[config.mk]
export PLATFORM = sky130hd
export DESIGN_NAME = pipe_stage_reg
export DESIGN_NICKNAME = d
export VERILOG_FILES = /design/src/rtl/core_pipe_pkg.sv /design/src/rtl/pipe_entry.sv /design/src/rtl/pipe_stage_reg.sv
export SDC_FILE = /design/constraint.sdc
export NUM_CORES = 1
export LEC_CHECK = 0
export CAP_MARGIN = 25
export CORE_MARGIN = 4
export CORE_UTILIZATION = 50
export CTS_CLUSTER_DIAMETER = 200
export DETAILED_ROUTE_END_ITERATION = 6
export PLACE_DENSITY = 0.79
export SLEW_MARGIN = 20
export SYNTH_ARGS = -nofsm -noshare
export SYNTH_HDL_FRONTEND = slang
export SYNTH_SLANG_ARGS = --single-unit
[constraint.sdc]
create_clock -name clk -period 10.9 [get_ports clk]
set_clock_uncertainty 0.2 [all_clocks]
set_input_delay 2.18 -clock clk [delete_from_list [all_inputs] [get_ports clk]]
set_output_delay 2.18 -clock clk [all_outputs]
set_load 0.02 [all_outputs]
[src/rtl/core_pipe_pkg.sv]
// Shared definitions for the five-stage core pipeline registers:
// per-stage payload widths, IF/ID field offsets and the occupancy type.
package core_pipe_pkg;

    // IF/ID payload: {next address, PC, instruction word}
    localparam int unsigned IFID_INSTR_LSB = 0;
    localparam int unsigned IFID_INSTR_W   = 32;
    localparam int unsigned IFID_OPC_LSB   = 0;
    localparam int unsigned IFID_OPC_W     = 7;
    localparam int unsigned IFID_PC_LSB    = 32;
    localparam int unsigned IFID_PC_W      = 25;
    localparam int unsigned IFID_NPC_LSB   = 57;
    localparam int unsigned IFID_NPC_W     = 25;

    localparam int unsigned IFID_W  = 82;
    localparam int unsigned IDEX_W  = 120;
    localparam int unsigned EXMEM_W = 80;
    localparam int unsigned MEMWB_W = 72;

    typedef logic [1:0] occ_t;

    function automatic occ_t occ_count(input logic main_v, input logic skid_v);
        return occ_t'({1'b0, main_v}) + occ_t'({1'b0, skid_v});
    endfunction

endpackage

[src/rtl/pipe_entry.sv]
// One pipeline storage slot: W-bit payload plus valid flag.
// clear (flush) beats load, load beats drop; drop keeps the payload.
module pipe_entry #(
    parameter int unsigned     W       = 1,
    parameter logic [W-1:0]    RST_VAL = '0
) (
    input  logic         clk,
    input  logic         rst,
    input  logic         clear,
    input  logic         load,
    input  logic         drop,
    input  logic [W-1:0] d,
    output logic         valid,
    output logic [W-1:0] q
);

    always_ff @(posedge clk or posedge rst) begin
        if (rst) begin
            valid <= 1'b0;
            q     <= RST_VAL;
        end else if (clear) begin
            valid <= 1'b0;
            q     <= RST_VAL;
        end else if (load) begin
            valid <= 1'b1;
            q     <= d;
        end else if (drop) begin
            valid <= 1'b0;
        end
    end

endmodule

[src/rtl/pipe_stage_reg.sv]
// Generic inter-stage pipeline register with valid/ready handshake, stall,
// flush, optional 2-entry skid buffer and sticky interrupt tagging.
module pipe_stage_reg
    import core_pipe_pkg::*;
#(
    parameter int unsigned       DATA_W  = IFID_W,
    parameter int unsigned       SKID    = 1,
    parameter logic [DATA_W-1:0] RST_VAL = '0
) (
    input  logic              clk,
    input  logic              rst,
    input  logic              in_valid,
    output logic              in_ready,
    input  logic [DATA_W-1:0] in_data,
    input  logic              int_in,
    input  logic              stall,
    input  logic              flush,
    output logic              out_valid,
    input  logic              out_ready,
    output logic [DATA_W-1:0] out_data,
    output logic              out_int,
    output occ_t              occupancy
);

    localparam int unsigned     EW        = DATA_W + 1;
    localparam logic [EW-1:0]   ENTRY_RST = {1'b0, RST_VAL};

    logic          acc;
    logic          pop;
    logic          int_pend;
    logic          int_tag;
    logic          main_v;
    logic          main_load;
    logic          main_drop;
    logic [EW-1:0] main_d;
    logic [EW-1:0] main_q;
    logic          skid_v;
    logic [EW-1:0] skid_q;

    assign acc     = in_valid & in_ready;
    assign pop     = main_v & out_ready & ~stall;
    assign int_tag = int_pend | int_in;

    assign out_valid = main_v;
    assign out_int   = main_q[EW-1];
    assign out_data  = main_q[DATA_W-1:0];
    assign occupancy = occ_count(main_v, skid_v);

    // The interrupt tag is attached when the word is accepted, so a word
    // parked in skid keeps its tag when it later moves into main.
    always_ff @(posedge clk or posedge rst) begin
        if (rst)
            int_pend <= 1'b0;
        else if (flush)
            int_pend <= int_tag;
        else if (acc)
            int_pend <= 1'b0;
        else
            int_pend <= int_tag;
    end

    pipe_entry #(.W(EW), .RST_VAL(ENTRY_RST)) u_main (
        .clk   (clk),
        .rst   (rst),
        .clear (flush),
        .load  (main_load),
        .drop  (main_drop),
        .d     (main_d),
        .valid (main_v),
        .q     (main_q)
    );

    generate
        if (SKID != 0) begin : g_skid
            logic skid_load;
            logic skid_drop;

            // in_ready depends only on registered state; acc therefore never
            // coincides with skid_v, so a skid->main move and an acc are exclusive.
            assign in_ready  = ~skid_v;
            assign main_load = (pop & skid_v) | (acc & (~main_v | pop));
            assign main_drop = pop & ~main_load;
            assign main_d    = skid_v ? skid_q : {int_tag, in_data};
            assign skid_load = acc & main_v & ~pop;
            assign skid_drop = pop & skid_v;

            pipe_entry #(.W(EW), .RST_VAL(ENTRY_RST)) u_skid (
                .clk   (clk),
                .rst   (rst),
                .clear (flush),
                .load  (skid_load),
                .drop  (skid_drop),
                .d     ({int_tag, in_data}),
                .valid (skid_v),
                .q     (skid_q)
            );
        end else begin : g_noskid
            assign in_ready  = ~main_v | pop;
            assign main_load = acc;
            assign main_drop = pop & ~acc;
            assign main_d    = {int_tag, in_data};
            assign skid_v    = 1'b0;
            assign skid_q    = ENTRY_RST;
        end
    endgenerate

    a_skid_implies_main: assert property (
        @(posedge clk) disable iff (rst) skid_v |-> main_v
    );

endmodule

==> metrics.md, run 1 <==
| Metric | Value |
|---|---|
| Status | completed |
| Clock transition at the registers of the reported paths | 0.06 ns |
| Synth Area in XOR/XNOR | 0 |
| Multi-input logic area | 0.003710 mm^2 |
| Clk root buf | clkbuf_16 |
| Post-Synth Adder-Cell Area | 0.001510 |
| WS Path Type | input pin to register |
| TritonCTS Buffers | 17 |
| WL per Instance | 18.64 um |
| Cell Area, Synth | 0.008288 mm^2 |
| Pin count of the biggest net entering global routing | 98 |
| Cells after synthesis | 658 |
| Core Box Area | 0.01606 mm^2 |
| Synthesized Nets | 748 |
| Max-cap violations | 0 |
| Top_reg_cell synth | dfrtp_1 |
| CTS H-tree depth | 4 |
| Utilization after layout | 0.6628 |
| PD cells | 149.5 mW/mm^2 |
| Minimum setup slack after placement | 5.849 ns |
| Vias/cell | 5.445 |
| Fmax | 0.2157 GHz |
| DP HPWL | 12190 um |
| DRT iter0 DRCs | 317 |
| Critical path startpoint | stall |
| Crit end category | register |
| Netlist cell types | 24 |
| Gates resized, CTS repair | 0 |
| # IOs | 176 |
| Slowest cell on the critical path | buf_4 |
| Worst-Skew Late Latency | 0.41 ns |
| Fraction of the mapped netlist area in simple logic gates | 0.1057 |
| ANT nets after route | 0 |
| Req. time, crit path | 10.99 ns |
| Routed vias | 5608 |
| R2R Path Start | g_skid.u_skid.valid |
| Area Overhead vs Synth | 28.41% |
| R2R setup slack | 7.70 ns |
| Number of fill cells in the layout | 1153 |
| EDFF count, synth | 0 |
| Reg area | 0.004233 mm^2 |
| Total grt overflow | 0 |
| Max Slew Vio Count | 0 |
| Starting Density | 0.5161 |
| Vias in the first global route | 6000 |
| DRC | 0 |
| Yosys top cell by area | dfrtp_1 |
| Relative max-transition margin | 0.3464 |
| Most frequent cell after synthesis | dfrtp_1 |
| Post-CTS Setup Repair Bufs | 0 |
| GRT Overall Usage | 0.2135 |
| Yosys warnings | 0 |
| Placed Cells | 999 |
| Min Tclk post-route | 4.637 ns |
| Hold/Removal Path Class | register to register |
| Die footprint | 0.01870 mm^2 |
| Worst VDD drop | 0.1272 mV |
| Number of hold buffers added after CTS | 0 |
| Clk buf depth | 2 |
| Final Hold Vio Count | 0 |
| Finish-stage setup viols | 0 |
| Drt pass-1 iters | 4 |
| Worst-path cell chain | clkdlybuf4s50_1 > nand2b_1 > a22o_4 > buf_4 > mux2_4 |
| Period utilization | 0.4254 |
| Mux cell area share after synthesis | 0.2435 |
| IO Port Bufs | 175 |
| Slowest Stage Delay on Critical Path | 0.80 ns |
| Worst Tran Pin Value | 0.9803 ns |
| Leakage | 4.834 nW |
| Mean Syn Cell Area | 12.60 um^2 |
| Flip-flop and latch count after synthesis | 169 |
| Final Cell Area | 0.01064 mm^2 |
| DIE HEIGHT | 136.7 um |
| Rows | 46 |
| Synth top area share | 0.5103 |
| Post-synth ARST share | 1.000 |
| Final net count | 893 |
| Routability cong. | 0.7661 |
| Largest family of logic cells by synthesized area | multiplexers |
| Layout cell share with drive strength beyond 1 | 0.1513 |
| Clk sinks | 169 |
| Hold_sp | g_skid.u_skid.q[82] |
| Antenna violations before repair | 1 |
| Final setup TNS | 0 ns |
| WL final | 19200 um |
| Die Wd | 136.7 um |
| Synth top area cells | dfrtp_1, mux2_4, mux2i_1 |
| Worst-path fanout max | 46 |
| Compound-Gate Fraction of Synth Area | 0.09345 |
| CTS tree | done |
| Register area share after synthesis | 0.5103 |
| Final Non-Filler Cells | 1030 |
| Final setup margin | 6.263 ns |
| Unrepaired setup endpoints after global routing | false |
| Most frequent cells after synthesis | dfrtp_1, nor2_1, nor2b_1 |
| Crit start category | input pin |
| Post-Place Cell Area | 0.01002 mm^2 |
| Arrival time at the worst endpoint | 4.73 ns |
| First-pass GRT wire length | 31280 um |
-- final timing paths --
kind,to,depth (start not counted)
setup / recovery,u_main.q[6],5
hold / removal,g_skid.u_skid.q[82],1
setup reg to reg,u_main.q[6],4
hold reg to reg,g_skid.u_skid.q[82],1
max in group asynchronous,u_main.q[28],4
min in group asynchronous,g_skid.u_skid.q[12],2
-- critical path: cells and delay by family --
kind            cells  cell delay, ns
compound gates      1            0.61
buf+inv             2            1.24
mux                 1            0.36
simple gates        1            0.27
-- final cells by class --
class,count,area share
antenna,1,0.0002351
clock buffer,20,0.04197
clock inverter,9,0.01411
inverter,3,0.001528
multi-input combinational,430,0.3486
sequential,169,0.3977
tap,216,0.02539
timing repair buffer,182,0.1705
-- metrics by stage --
stage	total power, mW	hold WS (ns)
2_1_floorplan	0.8732	0.2567
3_3_place_gp	0.9811	0.2755
3_5_place_dp	0.9886	0.2746
4_1_cts	1.605	0.2937
5_1_grt	1.656	0.3046
6_report	1.592	0.2869
-- cell families (layout without fill, tap and decap cells) --
group / Yosys count / count (layout)
other cells: 0 / 1
simple gates: 174 / 174
mux: 165 / 165
fa+ha+maj: 1 / 1
compound gates: 90 / 90
buf+inv: 59 / 214
flops: 169 / 169
-- power by group --
group          switching (mW)  internal (mW)  total [mW]
clock network           0.230          0.385       0.615
registers              0.0262          0.663       0.690
logic                   0.136          0.151       0.287
-- layer usage --
| layer | wire length (um) | track usage | vias up |
|---|---|---|---|
| li1 | - | - | 2590 |
| met1 | 8172 | 0.2706 | 2845 |
| met2 | 9672 | 0.3620 | 143 |
| met3 | 830 | 0.04265 | 30 |
| met4 | 522 | 0.08063 | 0 |
| met5 | 0 | 0 | - |
-- layout by cell type (no fill, tap or decap), types with 2 or more instances in the layout --
| cell type | netlist | final |
|---|---|---|
| clkdlybuf4s50_1 | 0 | 174 |
| dfrtp_1 | 169 | 168 |
| nor2_1 | 84 | 84 |
| nor2b_1 | 84 | 84 |
| mux2i_1 | 82 | 82 |
| a22o_1 | 83 | 82 |
| mux2_4 | 70 | 70 |
| clkbuf_16 | 0 | 17 |
| mux2_2 | 13 | 13 |
| buf_4 | 2 | 7 |
| bufinv_16 | 0 | 4 |
| clkinv_2 | 0 | 3 |
| nand2b_1 | 2 | 2 |
| inv_1 | 3 | 2 |
| a21oi_1 | 2 | 2 |
| a211oi_1 | 2 | 2 |
| clkbuf_1 | 12 | 2 |
| clkinvlp_4 | 0 | 2 |
-- flip-flops by register name, summed over array words and instances, names as in the netlist --
register / count
g_skid.u_skid.valid: 1
int_pend: 1
g_skid.u_skid.q: 83
u_main.valid: 1
u_main.q: 83
(Power assumes the default switching activity.)
==> inputs of run 2 (changes only) <==
==> constraint.sdc (replaced) <==
create_clock -name clk -period 4.34 [get_ports clk]
set_clock_uncertainty 0.2 [all_clocks]
set_input_delay 0.868 -clock clk [delete_from_list [all_inputs] [get_ports clk]]
set_output_delay 0.868 -clock clk [all_outputs]
set_load 0.02 [all_outputs]
==> run 2 against run 1 <==
Net effect:
- sequential share of layout area is 0.31 points lower
- non-clock buffer count is 4 higher
- core utilization is 0.51 points higher
- critical path type is now register to output pin
- cell count is 0.58% higher
- register-to-register slack worse by 6.2 ns
- setup slack worse by 5.2 ns
- count of clock-buffer cells in the layout is 1 higher
==> metrics.md, run 2 (synthesized netlist as in run 1, its figures left out) <==
| Metric | Value |
|---|---|
| IO Port Bufs | 175 |
| DRT iter0 DRCs | 354 |
| WS Path Type | register to output pin |
| Number of hold buffers added after CTS | 0 |
| DP HPWL | 12830 um |
| Core Box Area | 0.01606 mm^2 |
| Starting Density | 0.5161 |
| Clk sinks | 169 |
| Placed Cells | 1004 |
| Area Overhead vs Synth | 29.41% |
| Req. time, crit path | 3.27 ns |
| Worst-path fanout max | 45 |
| Fmax | 0.3028 GHz |
| Worst VDD drop | 0.2495 mV |
| Gates resized, CTS repair | 0 |
| Final Non-Filler Cells | 1036 |
| R2R setup slack | 1.55 ns |
| Number of fill cells in the layout | 1147 |
| Vias in the first global route | 6126 |
| Worst Tran Pin Value | 0.8148 ns |
| Multi-input logic area | 0.003710 mm^2 |
| Largest regs | g_skid.u_skid.q: 83 flops, u_main.q: 83 flops |
| Leakage | 4.871 nW |
| Commonest cells after routing, fill and taps aside | clkdlybuf4s50_1, dfrtp_1, nor2_1, nor2b_1 |
| DIE HEIGHT | 136.7 um |
| Final Hold Vio Count | 0 |
| CTS tree | done |
| First-pass GRT wire length | 31930 um |
| TritonCTS Buffers | 17 |
| Unrepaired setup endpoints after global routing | false |
| Finish-stage setup viols | 0 |
| Arrival time at the worst endpoint | 2.23 ns |
| Status | completed |
| Period utilization | 0.7610 |
| Post-CTS Setup Repair Bufs | 0 |
| ANT nets after route | 0 |
| Total design power | 4.024 mW |
| # IOs | 176 |
| FF-to-FF End | u_main.q[73] |
| Hold/Removal Path Class | register to register |
| Drt pass-1 iters | 5 |
| R2R Path Start | g_skid.u_skid.valid |
| Utilization after layout | 0.6679 |
| Layout cell share with drive strength beyond 1 | 0.1598 |
| Final net count | 897 |
| Pin count of the biggest net entering global routing | 100 |
| Clk buf depth | 2 |
| CTS H-tree depth | 4 |
| Routability cong. | 0.7985 |
| Reg area | 0.004233 mm^2 |
| Rows | 46 |
| Max Slew Vio Count | 0 |
| WL final | 19710 um |
| Final Cell Area | 0.01073 mm^2 |
| DRC | 0 |
| Post-Place Cell Area | 0.01011 mm^2 |
| Commonest non-fill, non-tap cell in the layout | clkdlybuf4s50_1 |
| ANT cells | 0 |
| Total grt overflow | 0 |
| Crit start category | register |
| PD cells | 375.1 mW/mm^2 |
| Worst-Skew Late Latency | 0.41 ns |
| Hold path depth | 1 |
| Relative max-transition margin | 0.4568 |
| Die Wd | 136.7 um |
| Hold Slack | 0.2896 ns |
| Min Tclk post-route | 3.303 ns |
| Vias/cell | 5.524 |
| Final setup TNS | 0 ns |
| Crit end category | output pin |
| GRT Overall Usage | 0.2163 |
| Die footprint | 0.01870 mm^2 |
| WL per Instance | 19.02 um |
| Routed vias | 5723 |
| Hold endpoint | g_skid.u_skid.q[82] |
| Antenna violations before repair | 0 |
| R2r worst-path depth | 4 |
| Final setup margin | 1.037 ns |
| Hold_sp | g_skid.u_skid.q[82] |
| Clock transition at the registers of the reported paths | 0.06 ns |
| Max-cap violations | 0 |
| Minimum setup slack after placement | 1.039 ns |
| Clk root buf | clkbuf_16 |
## run 2: how the worst max path moves through the flow
stage                             start                 end  slack (ns)  cells past startpoint
finish              g_skid.u_skid.valid        occupancy[0]        1.04                      2
CTS                 g_skid.u_skid.valid        occupancy[0]        1.01                      2
global route        g_skid.u_skid.valid            in_ready        0.95                      2
global placement                  stall         u_main.q[6]        1.05                      5
floorplan                           rst  g_skid.u_skid.q[0]        1.12                      1
detailed placement                stall        u_main.q[75]        1.04                      5
## run 2: power breakdown
part / leakage (nW) / total (mW) / switching (mW) / internal (mW)
Combinational: 2.28 / 0.733 / 0.347 / 0.386
Clock: 0.295 / 1.56 / 0.607 / 0.951
Sequential: 2.30 / 1.73 / 0.0670 / 1.67
## run 2: metal layers
metal / wire length, um / vias up / global-route usage
li1: - / 2590 / -
met1: 8295 / 2928 / 0.2815
met2: 9867 / 161 / 0.3530
met3: 933 / 44 / 0.04669
met4: 610 / 0 / 0.08735
met5: 0 / - / 0
## run 2: area by class of cell
| class | instances | share of cell area |
|---|---|---|
| inverters | 3 | 0.001400 |
| clock buffers | 21 | 0.04386 |
| well taps | 216 | 0.02520 |
| multi-input cells | 430 | 0.3459 |
| flip-flops and latches | 169 | 0.3947 |
| clock inverters | 11 | 0.01353 |
| repair buffers | 186 | 0.1755 |
## run 2: worst max-delay path, stage by stage, from the launching register on
cell             delay (ns)
dfrtp_4                0.90
ha_1                   0.36
clkdlybuf4s50_1        0.54
